**src/rtl/keypad_scan_ctrl.sv**
```systemverilog
// Scan controller for a 4x3 matrix keypad: column strobing, press/release debounce,
// key encoding and a valid/ready output. Define KEYPAD_REPEAT_EN to add auto-repeat.
module keypad_scan_ctrl #(
    parameter int SCAN_DIV      = 4,
    parameter int DEBOUNCE      = 8,
    parameter int REPEAT_PERIOD = 64
) (
    input  logic       clk,
    input  logic       rst_n,
    input  logic       scan_en,
    input  logic [3:0] row_in,
    output logic [2:0] col_drive,
    output logic [3:0] key_code,
    output logic       key_valid,
    input  logic       key_ready,
    output logic       overrun,
    input  logic       overrun_clr,
    output logic       busy
);
    localparam int SC_W = $clog2(SCAN_DIV);
    localparam int DC_W = (DEBOUNCE > 2) ? $clog2(DEBOUNCE) : 1;
    localparam logic [SC_W-1:0] SC_LAST = SC_W'(SCAN_DIV - 1);
    localparam logic [DC_W-1:0] DC_LAST = DC_W'(DEBOUNCE - 1);

    if (SCAN_DIV < 3 || DEBOUNCE < 2 || REPEAT_PERIOD < 2) begin : g_bad_params
        $error("keypad_scan_ctrl: SCAN_DIV must be >= 3, DEBOUNCE and REPEAT_PERIOD >= 2");
    end

    typedef enum logic [1:0] {
        SCAN      = 2'd0,
        DEB_PRESS = 2'd1,
        HELD      = 2'd2
    } state_t;

    state_t          state_q, state_d;
    logic [3:0]      sync1_q, rs_q;
    logic [1:0]      cur_col_q, cur_col_d;
    logic [SC_W-1:0] sc_q, sc_d;
    logic [DC_W-1:0] dc_q, dc_d;
    logic [DC_W-1:0] rc_q, rc_d;
    logic [3:0]      cap_row_q, cap_row_d;
    logic [3:0]      key_code_q, key_code_d;
    logic            key_valid_q, key_valid_d;
    logic            overrun_q, overrun_d;
    logic            emit;
    logic            drop;
`ifdef KEYPAD_REPEAT_EN
    localparam int RPT_W = $clog2(REPEAT_PERIOD);
    localparam logic [RPT_W-1:0] RPT_LAST = RPT_W'(REPEAT_PERIOD - 1);
    logic [RPT_W-1:0] rpt_q, rpt_d;
`endif

    function automatic logic [1:0] next_col(input logic [1:0] col);
        return (col == 2'd2) ? 2'd0 : col + 2'd1;
    endfunction

    function automatic logic [2:0] col_onehot(input logic [1:0] col);
        case (col)
            2'd0:    return 3'b001;
            2'd1:    return 3'b010;
            default: return 3'b100;
        endcase
    endfunction

    // Rows 0-2 are the digit keys 1..9; row 3 holds *, 0, #.
    function automatic logic [3:0] encode_key(input logic [3:0] row_oh, input logic [1:0] col);
        logic [3:0] c4;
        c4 = {2'b00, col};
        case (row_oh)
            4'b0001: return c4 + 4'd1;
            4'b0010: return c4 + 4'd4;
            4'b0100: return c4 + 4'd7;
            default: begin
                case (col)
                    2'd0:    return 4'hA;
                    2'd1:    return 4'h0;
                    default: return 4'hB;
                endcase
            end
        endcase
    endfunction

    always_ff @(posedge clk) begin
        if (!rst_n) begin
            state_q     <= SCAN;
            sync1_q     <= '0;
            rs_q        <= '0;
            cur_col_q   <= '0;
            sc_q        <= '0;
            dc_q        <= '0;
            rc_q        <= '0;
            cap_row_q   <= '0;
            key_code_q  <= '0;
            key_valid_q <= 1'b0;
            overrun_q   <= 1'b0;
`ifdef KEYPAD_REPEAT_EN
            rpt_q       <= '0;
`endif
        end else begin
            state_q     <= state_d;
            sync1_q     <= row_in;
            rs_q        <= sync1_q;
            cur_col_q   <= cur_col_d;
            sc_q        <= sc_d;
            dc_q        <= dc_d;
            rc_q        <= rc_d;
            cap_row_q   <= cap_row_d;
            key_code_q  <= key_code_d;
            key_valid_q <= key_valid_d;
            overrun_q   <= overrun_d;
`ifdef KEYPAD_REPEAT_EN
            rpt_q       <= rpt_d;
`endif
        end
    end

    always_comb begin
        state_d   = state_q;
        cur_col_d = cur_col_q;
        sc_d      = sc_q;
        dc_d      = dc_q;
        rc_d      = rc_q;
        cap_row_d = cap_row_q;
        emit      = 1'b0;
`ifdef KEYPAD_REPEAT_EN
        rpt_d     = rpt_q;
`endif
        if (!scan_en) begin
            state_d   = SCAN;
            cur_col_d = '0;
            sc_d      = '0;
            dc_d      = '0;
            rc_d      = '0;
`ifdef KEYPAD_REPEAT_EN
            rpt_d     = '0;
`endif
        end else begin
            case (state_q)
                SCAN: begin
                    if (sc_q == SC_LAST) begin
                        sc_d = '0;
                        // Multiple rows in one column is treated as ghosting, same as no key.
                        if ($onehot(rs_q)) begin
                            cap_row_d = rs_q;
                            dc_d      = '0;
                            state_d   = DEB_PRESS;
                        end else begin
                            cur_col_d = next_col(cur_col_q);
                        end
                    end else begin
                        sc_d = sc_q + 1'b1;
                    end
                end
                DEB_PRESS: begin
                    if (rs_q == cap_row_q) begin
                        if (dc_q == DC_LAST) begin
                            emit    = 1'b1;
                            rc_d    = '0;
                            state_d = HELD;
`ifdef KEYPAD_REPEAT_EN
                            rpt_d   = '0;
`endif
                        end else begin
                            dc_d = dc_q + 1'b1;
                        end
                    end else begin
                        state_d   = SCAN;
                        cur_col_d = next_col(cur_col_q);
                        sc_d      = '0;
                    end
                end
                HELD: begin
                    if (rs_q == 4'b0000) begin
`ifdef KEYPAD_REPEAT_EN
                        rpt_d = '0;
`endif
                        if (rc_q == DC_LAST) begin
                            rc_d      = '0;
                            state_d   = SCAN;
                            cur_col_d = next_col(cur_col_q);
                            sc_d      = '0;
                        end else begin
                            rc_d = rc_q + 1'b1;
                        end
                    end else begin
                        rc_d = '0;
`ifdef KEYPAD_REPEAT_EN
                        if (rs_q == cap_row_q) begin
                            if (rpt_q == RPT_LAST) begin
                                emit  = 1'b1;
                                rpt_d = '0;
                            end else begin
                                rpt_d = rpt_q + 1'b1;
                            end
                        end
`endif
                    end
                end
                default: state_d = SCAN;
            endcase
        end
    end

    // An emit with an unconsumed key pending (and no same-cycle accept) is dropped.
    assign drop = emit && key_valid_q && !key_ready;

    always_comb begin
        key_code_d  = key_code_q;
        key_valid_d = key_valid_q;
        if (emit) begin
            if (!drop) begin
                key_code_d  = encode_key(cap_row_q, cur_col_q);
                key_valid_d = 1'b1;
            end
        end else if (key_ready) begin
            key_valid_d = 1'b0;
        end
        overrun_d = drop ? 1'b1 : (overrun_clr ? 1'b0 : overrun_q);
    end

    assign col_drive = scan_en ? col_onehot(cur_col_q) : 3'b000;
    assign key_code  = key_code_q;
    assign key_valid = key_valid_q;
    assign overrun   = overrun_q;
    assign busy      = (state_q != SCAN);

endmodule

```
**config.mk**
```make
export PLATFORM = sky130hd
export DESIGN_NAME = keypad_scan_ctrl
export DESIGN_NICKNAME = d
export VERILOG_FILES = /design/src/rtl/keypad_scan_ctrl.sv
export SDC_FILE = /design/constraint.sdc
export NUM_CORES = 1
export LEC_CHECK = 0
export CAP_MARGIN = 15
export CORE_MARGIN = 2
export CORE_UTILIZATION = 45
export DETAILED_ROUTE_END_ITERATION = 12
export GPL_TIMING_DRIVEN = 1
export PLACE_DENSITY_LB_ADDON = 0.3
export RECOVER_POWER = 100
export REMOVE_ABC_BUFFERS = 1
export SYNTH_ARGS = -nofsm -noshare
export SYNTH_HDL_FRONTEND = slang
export SYNTH_SLANG_ARGS = --single-unit
```
**constraint.sdc**
```tcl
create_clock -name clk -period 3.31 [get_ports clk]
set_input_delay 0.662 -clock clk [delete_from_list [all_inputs] [get_ports clk]]
set_output_delay 0.662 -clock clk [all_outputs]
set_load 0.005 [all_outputs]
```
After elaboration in Yosys (flattened, before gate mapping)
Cells that the tools add are included.

word-level totals
  flip-flop bits (word level) = 30
  latch bits = 0
  bits in writable memories = 0
  bits in read-only memories = 0
  bits of input ports = 9
  word-level logic and storage cells = 106
  memories kept = 0

operators by class
  $add $sub $neg = 10
  multiply operators = 0
  div/mod/pow operators = 0
  order comparisons = 0
  equality and inequality tests = 23
  shift-type cells = 0
  muxes and demuxes = 40
  bitwise logic cells = 1
  reduce and logical (&&, ||, !) cells = 21

operators by type and width
  kind                   number
  $mux W2                14
  $mux W3                9
  $ne A2 B2 Y1 const B   10
  $pmux W2 S3            3
  $pmux W3 S2            3
  $pmux W4 S3            1
  $reduce_and A5 Y1      2
  $reduce_bool A2 Y1     5
  $mux W1                9
  $add A2 B3 Y4 const B  2
  $pmux W4 S2            1
  $reduce_and A4 Y1      2
  $add A3 B1 Y3 const B  2
  $eq A2 B2 Y1 const B   3
  $eq A3 B3 Y1 const B   2
  $reduce_and A2 Y1      3
  $reduce_and A6 Y1      1
  $add A1 B1 Y2          2
  $add A2 B1 Y2 const B  2
  $eq A2 B1 Y1 const B   2
  $eq A4 B1 Y1 const B   1
  $eq A4 B2 Y1 const B   1
  $eq A4 B3 Y1 const B   1
  $eq A4 B4 Y1           1
  11 further kinds       13

Depth between registers and ports, before layout
  depth in word-level cells = 9
  mapped depth = 10

Worst setup path before layout
Ideal clock, no wire load.

  kind = register to register
  start point = register rs_q[0]
  end point = register state_q[0]
  arrival = 2235 ps
  data required time = 3189 ps
  setup slack = 954 ps
  stages on the path, launching flop included = 11
  buffers on the path = 0
  cell sequence = dfxtp_1 -> inv_1 -> fa_1 -> inv_1 -> ha_1 -> ha_1 -> nand4bb_1 -> a22oi_1 -> o21ai_0 -> nand3_1 -> o31ai_1

on the way
  cells in the longest elaborated chain, start to end = 5

RTL lines
  item                                 RTL line  text
  from (decl)                          36        logic [3:0] sync1_q, rs_q;
  from (signal assigned)               102       rs_q <= sync1_q;
  $add A1 B1 Y2 (implied by the code)  143       if ($onehot(rs_q)) begin
  $add A2 B2 Y3 (implied by the code)  143
  $eq A3 B1 Y1                         143
  $ne A2 B2 Y1 (no line)               -
  $reduce_and A5 Y1 (no line)          -
  to (signal assigned)                 100       state_q <= state_d;
  to (decl)                            35        state_t state_q, state_d;

Parallel ways exist; a longest one is shown, timed or not.
A chain may end at the register's enable or synchronous reset.

Worst setup path after layout
  start point = register cur_col_q[0]
  end point = output col_drive[2]

on the way
  cells in the longest elaborated chain, start to end = 3

RTL lines
  item                                              RTL line  text
  from (decl)                                       37        logic [1:0] cur_col_q, cur_col_d;
  from (signal assigned)                            103       cur_col_q <= cur_col_d;
  $eq A2 B1 Y1 or $logic_not A2 Y1 (tied branches)  58        case (col)
  $pmux W3 S2 *                                     58
  $mux W3 *                                         221       assign col_drive = scan_en ? col_onehot(cur_col_q) : 3'b000;
  to (decl)                                         12        output logic [2:0] col_drive,

Every way passes the cells marked *; elsewhere a longest branch is shown, timed or not.

==> impl_metrics.csv <==
group,metric,value,unit
placed_design,placed_area,0.001904,mm²
detailed_routing,drtAntennaViolNets,0,
pwr,power_density,361.5,mW/mm²
worst_setup_path,rr_startpoint,"rs_q[0]$_SDFF_PN0_",
clocking,clock_latency,0.29,ns
sta,finalHoldViolCount,0,
final_layout,areaGrowthSynthToFinish,17.02,%
detailed_routing,firstDrtPassIters,4,
run,cap_violations,0,
pwr,fin_total_pwr,721.4,µW
sta,worst_slew_pin_slew,0.7189,ns
worst_setup_path,cp-endpoint,"col_drive[2]",
synthesis,synth.top_cell.area_share,35.22,%
sta,relSlewSlack,52.04,%
detailed_routing,first_iter_violations,113,
status,status,"complete, no violations",
final_layout,final_layout_size_suffix_gt1_share,5.882,%
final_layout,multi_input_area,999.7,µm²
clocking,cts_tree,"yes",
synthesis,syn_inst,201,
sta,maxSlewViolCount,0,
synthesis,synth_seq_cells,30,
worst_setup_path,path_depth,5,
synthesis,yosysUniqueCellTypes,40,
worst_hold_path,hp-class,"register to register",
clocking,cts_max_path_buffers,2,
worst_setup_path,start_kind,"register",
clocking,numClockSinks,30,
worst_setup_path,crit_path_start,"cur_col_q[0]$_SDFFE_PN0P_",
sta,layout_min_cycle_time,2.766,ns
sta,rsz0062_at_grt,"false",
grt,grt_max_degree,16,
placed_design,dp_hpwl,2411,µm
clocking,cts_made_buffers,5,
final_layout,num_antenna_cells,0,
worst_setup_path,cp.required,2.65,ns
worst_setup_path,cp_cell_sequence,"inv_1 > ha_1 > nor2_1 > and2_1 > dlygate4sd3_1",
placed_design,numPortBuffers,18,
worst_setup_path,reg2reg_to,"state_q[0]$_SDFFE_PN0P_",
worst_setup_path,crit_family,"buffers and inverters",
sta,fin_crit_sh,83.55,%
final_layout,utilization,54.51,%
floorplanning,die-area,0.004298,mm²
grt,grt_pass1_wl,5658,µm
final_layout,nFillCells,358,
sta,setup-tns-final,0,ns
worst_setup_path,slowest_stage,"dlygate4sd3_1",
clocking,ctsHoldBuffers,0,
synthesis,yosys.area.top_type,"dfxtp_1",
pwr,worst_ir_drop_vdd,261.3,µV
sta,fmax,0.3616,GHz
grt,grt_use_total,17.26,%
detailed_routing,totalWireLength,3268,µm
floorplanning,initial_core_util,46.58,%
synthesis,synthMostInstantiatedCell,"dfxtp_1",
worst_setup_path,worstPathArrival,2.10,ns
sta,final-setup-viol-count,0,
worst_setup_path,r2r_slack,0.72,ns
grt,grt_pass1_vias,1256,
synthesis,async_flop_share,0,%
synthesis,yosys-top-cells-area,"dfxtp_1 35%, ha_1 12%, nand2_1 6.2%, a21oi_1 4.4%, and2_1 4.4%",
floorplanning,core-area,0.003661,mm²
synthesis,synth-edff-count,0,
clocking,cts-resized-gates,0,
grt,antenna_found_initial,0,
clocking,cts.clk_slew.worst_paths,0.07,ns
clocking,cts_root_buffer,"clkbuf_8",
sta,hold_slack,0.4350,ns
final_layout,final_area,0.001996,mm²
sta,finClkSkew,0.007287,ns
synthesis,syn-cell-area,0.001705,mm²
worst_setup_path,cp_num_buf_inv,2,
synthesis,synth_common_cells,"30 x dfxtp_1, 28 x nand2_1, 17 x ha_1",
synthesis,yosysSeqAreaShare,35.22,%
synthesis,syn_avg_cell_area,8.485,µm²
floorplanning,die_y,65.56,µm
final_layout,final_net_count,247,
grt,grt_overflow,0,
worst_setup_path,slowest_delay,0.56,ns
synthesis,yosysWarnings,0,
detailed_routing,vias_per_cell,5.342,
detailed_routing,drc,0,
pwr,power.leakage,0.0008232,µW
worst_setup_path,worstRegToRegCells,10,
clocking,h-tree-depth,2,
worst_setup_path,crit_fanout,7,
worst_setup_path,endpoint_kind,"primary output",
clocking,cts_setup_buffers,0,
detailed_routing,wl_per_cell,12.15,µm
placed_design,gp_congestion,0.8172,
floorplanning,rows,22,
synthesis,ys.flop_type,"dfxtp_1",
floorplanning,io_pins,19,
floorplanning,chipWidth,65.56,µm
worst_setup_path,crit_type,"register to primary output",
detailed_routing,num_vias,1437,
final_layout,ff_latch_area,600.6,µm²
sequential cells by signal, summed over array words and instances (netlist names), 2 cells and up:
name       flops
dc_q           3
rs_q           4
sync1_q        4
cur_col_q      2
key_code       4
sc_q           2
rc_q           3
cap_row_q      4
state_q        2
power breakdown:
group / switching (µW) / leakage [µW] / total, µW / internal, µW
Sequential: 3.89 / 0.000244 / 371 / 367
Combinational: 22.6 / 0.000532 / 43.5 / 20.9
Clock: 140 / 0.0000472 / 307 / 167
Total: 167 / 0.000823 / 721 / 554
stage by stage:
step,worst slack (ns),instances
after floorplan,0.9514,194
after global placement,0.7734,261
after detailed placement,0.7435,261
after CTS,0.5858,269
after global routing,0.3779,269
final,0.5444,269
cell families after synthesis:
kind of cell    Yosys count  synth area share (%)
compound gates           46                 16.07
xor+xnor                  4                 2.054
fa+ha+maj                18                 13.65
buf+inv                  22                 6.162
flops                    30                 35.22
mux                       5                 2.935
simple gates             76                 23.92
worst min-delay path by stage:
stage,from,to,cells past startpoint
2_1_floorplan,sync1_q[0]$_SDFF_PN0_,rs_q[0]$_SDFF_PN0_,1
3_3_place_gp,sync1_q[2]$_SDFF_PN0_,rs_q[2]$_SDFF_PN0_,1
3_5_place_dp,sync1_q[1]$_SDFF_PN0_,rs_q[1]$_SDFF_PN0_,1
4_1_cts,sync1_q[2]$_SDFF_PN0_,rs_q[2]$_SDFF_PN0_,1
5_1_grt,sync1_q[2]$_SDFF_PN0_,rs_q[2]$_SDFF_PN0_,1
6_report,sync1_q[1]$_SDFF_PN0_,rs_q[1]$_SDFF_PN0_,1
layout by cell type (no fill, tap or decap), types with 2 or more instances in the layout:
cell,instances
nor2b_1,2
o31ai_1,2
nand4bb_1,2
nand2b_1,2
nor4_1,2
o22ai_1,2
xnor2_1,4
mux2i_1,5
nand2_1,28
nand3_1,5
nor2_1,7
clkdlybuf4s50_1,7
clkbuf_8,6
a21oi_1,15
nand4_1,3
dlygate4sd3_1,11
inv_1,15
and2_0,5
o21ai_0,15
nor3_1,4
dfxtp_1,30
and2_1,7
ha_1,17
or3_1,3
a31oi_1,2
routing by layer:
layer	track usage, %	up-vias	wire (µm)
met5	0	-	0
met4	7.813	0	61
met3	4.110	6	147
met2	26.28	30	1470
met1	23.09	660	1589
li1	-	741	-
area by class of cell:
cell class	count	area share [%]
sequential	30	30.09
clock inverter	2	0.6270
clock buffer	6	4.138
timing repair buffer	19	9.216
multi-input combinational	149	50.09
tap	48	3.009
inverter	15	2.821
worst reg2reg max path, cell delays in order (launching register included):
cell and delay (ns):
dfxtp_1 0.36, inv_1 0.09, fa_1 0.53, inv_1 0.04
ha_1 0.17, ha_1 0.28, nand4bb_1 0.33, a22oi_1 0.33
o21ai_0 0.16, nand3_1 0.10, o31ai_1 0.08
Note: power is estimated with default switching activity, not from simulation.
